===== src/rtl/down_timer.sv =====
// Loadable down-counting interval timer: counts a captured start value down to
// zero, emits a one-cycle terminal tick, then idles or auto-reloads.
module down_timer #(
   parameter int WIDTH = 4
) (
   input  logic             clk,
   input  logic             resetn,
   input  logic             load_valid,
   output logic             load_ready,
   input  logic [WIDTH-1:0] load_value,
   input  logic             auto_reload,
   input  logic             pause,
   input  logic             stop,
   output logic [WIDTH-1:0] count,
   output logic             busy,
   output logic             tick
);

   typedef enum logic {
      IDLE = 1'b0,
      RUN  = 1'b1
   } state_t;

   state_t           state_q, state_d;
   logic [WIDTH-1:0] count_q, count_d;
   logic [WIDTH-1:0] rld_q, rld_d;
   logic             tick_q, tick_d;

   // Terminal edge is detected at zero, so the decrement can never wrap.
   always_comb begin
      state_d = state_q;
      count_d = count_q;
      rld_d   = rld_q;
      tick_d  = 1'b0;
      case (state_q)
         IDLE: begin
            if (load_valid) begin
               count_d = load_value;
               rld_d   = load_value;
               state_d = RUN;
            end
         end
         RUN: begin
            if (stop) begin
               count_d = '0;
               state_d = IDLE;
            end else if (!pause) begin
               if (count_q != '0) begin
                  count_d = count_q - WIDTH'(1);
               end else begin
                  tick_d = 1'b1;
                  if (auto_reload) begin
                     count_d = rld_q;
                  end else begin
                     state_d = IDLE;
                  end
               end
            end
         end
         default: state_d = IDLE;
      endcase
   end

   always_ff @(posedge clk) begin
      if (!resetn) begin
         state_q <= IDLE;
         count_q <= '0;
         rld_q   <= '0;
         tick_q  <= 1'b0;
      end else begin
         state_q <= state_d;
         count_q <= count_d;
         rld_q   <= rld_d;
         tick_q  <= tick_d;
      end
   end

   assign load_ready = (state_q == IDLE);
   assign busy       = (state_q == RUN);
   assign count      = count_q;
   assign tick       = tick_q;

endmodule


===== config.mk =====
export PLATFORM = sky130hd
export DESIGN_NAME = down_timer
export DESIGN_NICKNAME = d
export VERILOG_FILES = /design/src/rtl/down_timer.sv
export SDC_FILE = /design/constraint.sdc
export NUM_CORES = 1
export LEC_CHECK = 0
export BUFFER_PORTS_ARGS = -buffer_cell sky130_fd_sc_hd__clkbuf_2
export CAP_MARGIN = 25
export CORE_MARGIN = 5
export CORE_UTILIZATION = 38
export CTS_CLUSTER_DIAMETER = 150
export DETAILED_ROUTE_END_ITERATION = 7
export MAX_ROUTING_LAYER = met4
export PLACE_DENSITY = 0.61
export REMOVE_ABC_BUFFERS = 1
export SLEW_MARGIN = 20
export SYNTH_ARGS = -nofsm -noshare
export SYNTH_HDL_FRONTEND = slang
export SYNTH_SLANG_ARGS = --single-unit

===== constraint.sdc =====
create_clock -name clk -period 1.5 [get_ports clk]
set_input_delay 0.3 -clock clk [delete_from_list [all_inputs] [get_ports clk]]
set_output_delay 0.3 -clock clk [all_outputs]
set_load 0.01 [all_outputs]

== Yosys cells after proc, flatten, opt, wreduce, memory -nomap -nowiden ==
Cells that the tools add are included.
Widths: inputs -> output; s select.
Storage, ports and cells
  register bits: 10
  bits of input ports: 10
  output and inout bits: 7
  logic and storage cells: 27
Cells by class
  add/sub/neg operators: 1
  equal/unequal tests: 3
  mux-type cells: 13
  bitwise logic cells: 2
  reduce and logical (&&, ||, !) cells: 4
Operators by type and width (count)
  $mux 4: 5
  $pmux 4 s2: 1
  $mux 1: 6
  $ne 4x3->1 const B: 1
  $reduce_bool 4->1: 1
  $reduce_or 4->1: 1
  $sub 4x1->4 const B: 1
  $ne 3x3->1 const B: 1
  $reduce_and 3->1: 1
  $ne 2x2->1 const B: 1
  $not 1->1: 2
  $pmux 1 s2: 1
  $reduce_and 2->1: 1

== Longest topological paths before layout ==
  depth after elaboration: 5
  gate-level depth with buffers: 7
  mapped depth without buffers: 6

== Worst setup path after synthesis ==
Ideal clock, no wire load.
  path kind: register to register
  start: register count_q[0], in the netlist count[0]
  end: register state_q, in the netlist busy
  library setup time: 0.115 ns
  arrival time: 1.384 ns
  data required time: 1.385 ns
  path slack: 0.001 ns
  cell stages (with the launch flop): 8
  path buffers: 1
  clock period less this slack: 1.499 ns
  cell sequence: dfxtp_1 -> inv_1 -> ha_1 -> or3b_1 -> buf_6 -> nor3_2 -> nor2_1 -> o21a_1
On the way
  cells in the longest elaborated chain, start to end: 5
RTL lines
  from (decl): RTL line 25  | logic [WIDTH-1:0] count_q, count_d;
  from (signal assigned): RTL line 72  | count_q <= count_d;
  $reduce_bool 4->1: RTL line 48  | if (count_q != '0) begin
  $mux 1: RTL line 48
  $mux 1: RTL line 47  | end else if (!pause) begin
  $mux 1: RTL line 44  | if (stop) begin
  $pmux 1 s2: RTL line 35  | case (state_q)
  to (signal assigned): RTL line 71  | state_q <= state_d;
  to (decl): RTL line 24  | state_t state_q, state_d;
No other way between the ends.
A chain may end at the register's enable or synchronous reset.

== Worst setup path in the final report ==
  start: register count_q[1], in the netlist count[1]
  end: register state_q, in the netlist busy
The elaborated chain is that of the path after synthesis.

==> metrics.yaml <==
run_status: "finished clean"
n_antenna_cell: 0
setup_viol: 0
hold_slack_ps: 252
comb_power_share_pct: 29.7
setup_slack_ps: 98.6
core_sq_um: 1350
wl_mm: 1.37
maxSlewViolCount: 0
p_sw_w: 0.000212
reg2reg_from: "count[1]"
die_h_um: 48.4
cts_buffer_depth: 2
yosysWarnings: 0
clock_latency_ps: 260
place_congestion: 0.777
fmax_mhz: 714
area_delta_synth_final_pct: 29.5
synth_top_area_share_pct: 35.8
crit_arrival_ps: 1560
drcViolationCount: 0
drtIter0Drc: 11
path_cells: "inv_2, ha_4, or3b_4, nor3_2, nor2_1, o21a_1"
grt_pass1_vias: 503
cts_tree: "done"
slew_headroom_pct: 82.4
critPathLaunchType: "register"
clock_skew_ps: 3.70
crit_end: "busy"
start_util_pct: 41.4
ios: 17
critical_path.top_delay_family: "simple AND/OR/NAND/NOR gates"
fin_setup_tns_ps: 0
place_area_sq_um: 662
cellPowerDensity_nw_per_um2: 952
cp.depth: 6
clkTransAtPathRegs_ps: 60
p_clk_share_pct: 25.8
grt_overflow: 0
critPathLaunch: "count[1]"
timing.final.crit_share_pct: 93.4
clock_sinks: 10
nFillCells: 145
rsz0062_at_grt: "false"
end_kind: "register"
ys_top_cells_by_area: "dfxtp_1 36%, mux2i_1 7.2%, nand2_1 6.0%"
design_area_sq_um: 724
cts_root_buf: "clkbuf_4"
antenna_found_initial: 0
pwr-share-seq_pct: 44.5
cap_violations: 0
r2r_cells: 6
synthArstFlopShare_pct: 0
fin_util_pct: 53.7
tightest_slew_ps: 263
portBuffers: 16
syn_area_sq_um: 559
numCtsBuffers: 3
hold_viol: 0
netlist_instances: 67
p_int_w: 0.000478
die_w_um: 48.4
worstSetupPathType: "register to register"
hp-class: "primary input to register"
critPathRequiredTime_ps: 1660
ctsHoldBuffers: 0
fin_nets: 102
r2r_end: "busy"
p_leak_nw: 0.315
synth_edf_count: 0
slowest_stage: "or3b_4"
path_buf_inv: 1
syn_area_per_cell_sq_um: 8.35
row_count: 13
yosysMostFrequentCell: "dfxtp_1"
dr.pass1.iters: 4
ys_seq_area_share_pct: 35.8
dieArea_sq_um: 2340
grt_usage_pct: 12.1
post_drt_wl_per_cell_um: 13.3
vias: 542
drive_above_1_share_pct: 36.4
synth-seq-cells: 10
dp_worst_setup_slack_ps: -11.9
grt_pass1_wl_mm: 2.23
h-tree-depth: 1
synth_cell_types: 23
yosys.area.top_type: "dfxtp_1"
period_needed_ps: 1400
via_per_inst: 5.26
slowest_delay_ps: 430
drtAntennaViolNets: 0
synthTopCellsByCount: "10 x dfxtp_1, 9 x nand2_1, 5 x nor2b_1, 5 x o21ai_0"
critPathMaxFanout: 8
swShare_pct: 30.7
post-dp-hpwl_um: 998
reg2reg_slack_ps: 100
grt_max_degree: 11
peakVddDrop_mv: 0.662
synth-main-ff-cell: "dfxtp_1"
==> worst min path at each step <==
stage	end	startpoint	cells after the start
finish	tick	pause	2
floorplan	tick	pause	1
CTS	tick	pause	2
global route	tick	pause	2
detailed placement	rld_q[2]	rld_q[2]	2
global placement	rld_q[0]	rld_q[0]	2
==> power by group through the flow <==
stage,combinational [W],clock [W],sequential [W]
global route,0.000228,0.000205,0.000310
floorplan,0.000104,0,0.000317
detailed placement,0.000179,0,0.000311
finish,0.000205,0.000178,0.000307
CTS,0.000188,0.000187,0.000305
global placement,0.000177,0,0.000310
==> flip-flops by register name, indices dropped and copies added (netlist names) <==
signal  cells
busy        1
count       4
rld_q       4
tick        1
==> metal layers <==
layer / share of wire [%] / track usage (%) / up-vias
met5: 0 / - / -
li1: - / - / 280
met4: 0.58 / 2.76 / 0
met1: 46 / 14.3 / 246
met3: 5.8 / 6.12 / 3
met2: 48 / 18.0 / 13
==> kinds of logic (layout without fill, tap and decap cells) <==
logic type | count (synthesis) | after routing | synth area share, %
and+or+nand+nor | 27 | 27 | 26.4
AOI/OAI and AO/OA | 17 | 17 | 19.2
DFF | 10 | 10 | 35.8
buffers and inverters | 6 | 27 | 5.37
muxes | 4 | 4 | 7.16
adders and majority gates | 2 | 2 | 4.47
xor gates and xnor gates | 1 | 1 | 1.57
==> placed cells by master (no fill, tap or decap), types with 2 or more instances in the layout <==
master    instances
mux2i_1           4
nand2_1           9
dfxtp_1          10
nor2_1            3
clkbuf_4          3
inv_2             2
o211ai_1          3
o21ai_0           5
a21oi_1           3
nor3b_2           2
nand2b_1          2
nor2b_1           5
buf_4             5
clkbuf_2         16
nor3_1            2
a31oi_1           4
==> repair_timing <==
item | 4_1_cts | 5_1_grt
endpoints found under the hold margin | 0 | 0
setup buffers | 1 | 1
endpoints found under the setup margin | 4 | 5
pin swaps | 1 | 5
resized for setup | 1 | 6
==> final cells by class <==
| class | instances | area [sq um] | area share (%) |
|---|---|---|---|
| sequential | 10 | 200 | 27.6 |
| clock buffer | 3 | 22.5 | 3.11 |
| tap | 15 | 18.8 | 2.59 |
| timing repair buffer | 21 | 118 | 16.2 |
| multi-input combinational | 51 | 354 | 48.9 |
| inverter | 3 | 11.3 | 1.55 |
==> stage by stage <==
step	instances	power, W
finish	103	0.000690
floorplan	64	0.000421
detailed placement	98	0.000489
global placement	98	0.000487
global route	103	0.000744
CTS	102	0.000680
Note: power is estimated with default switching activity, not from simulation.
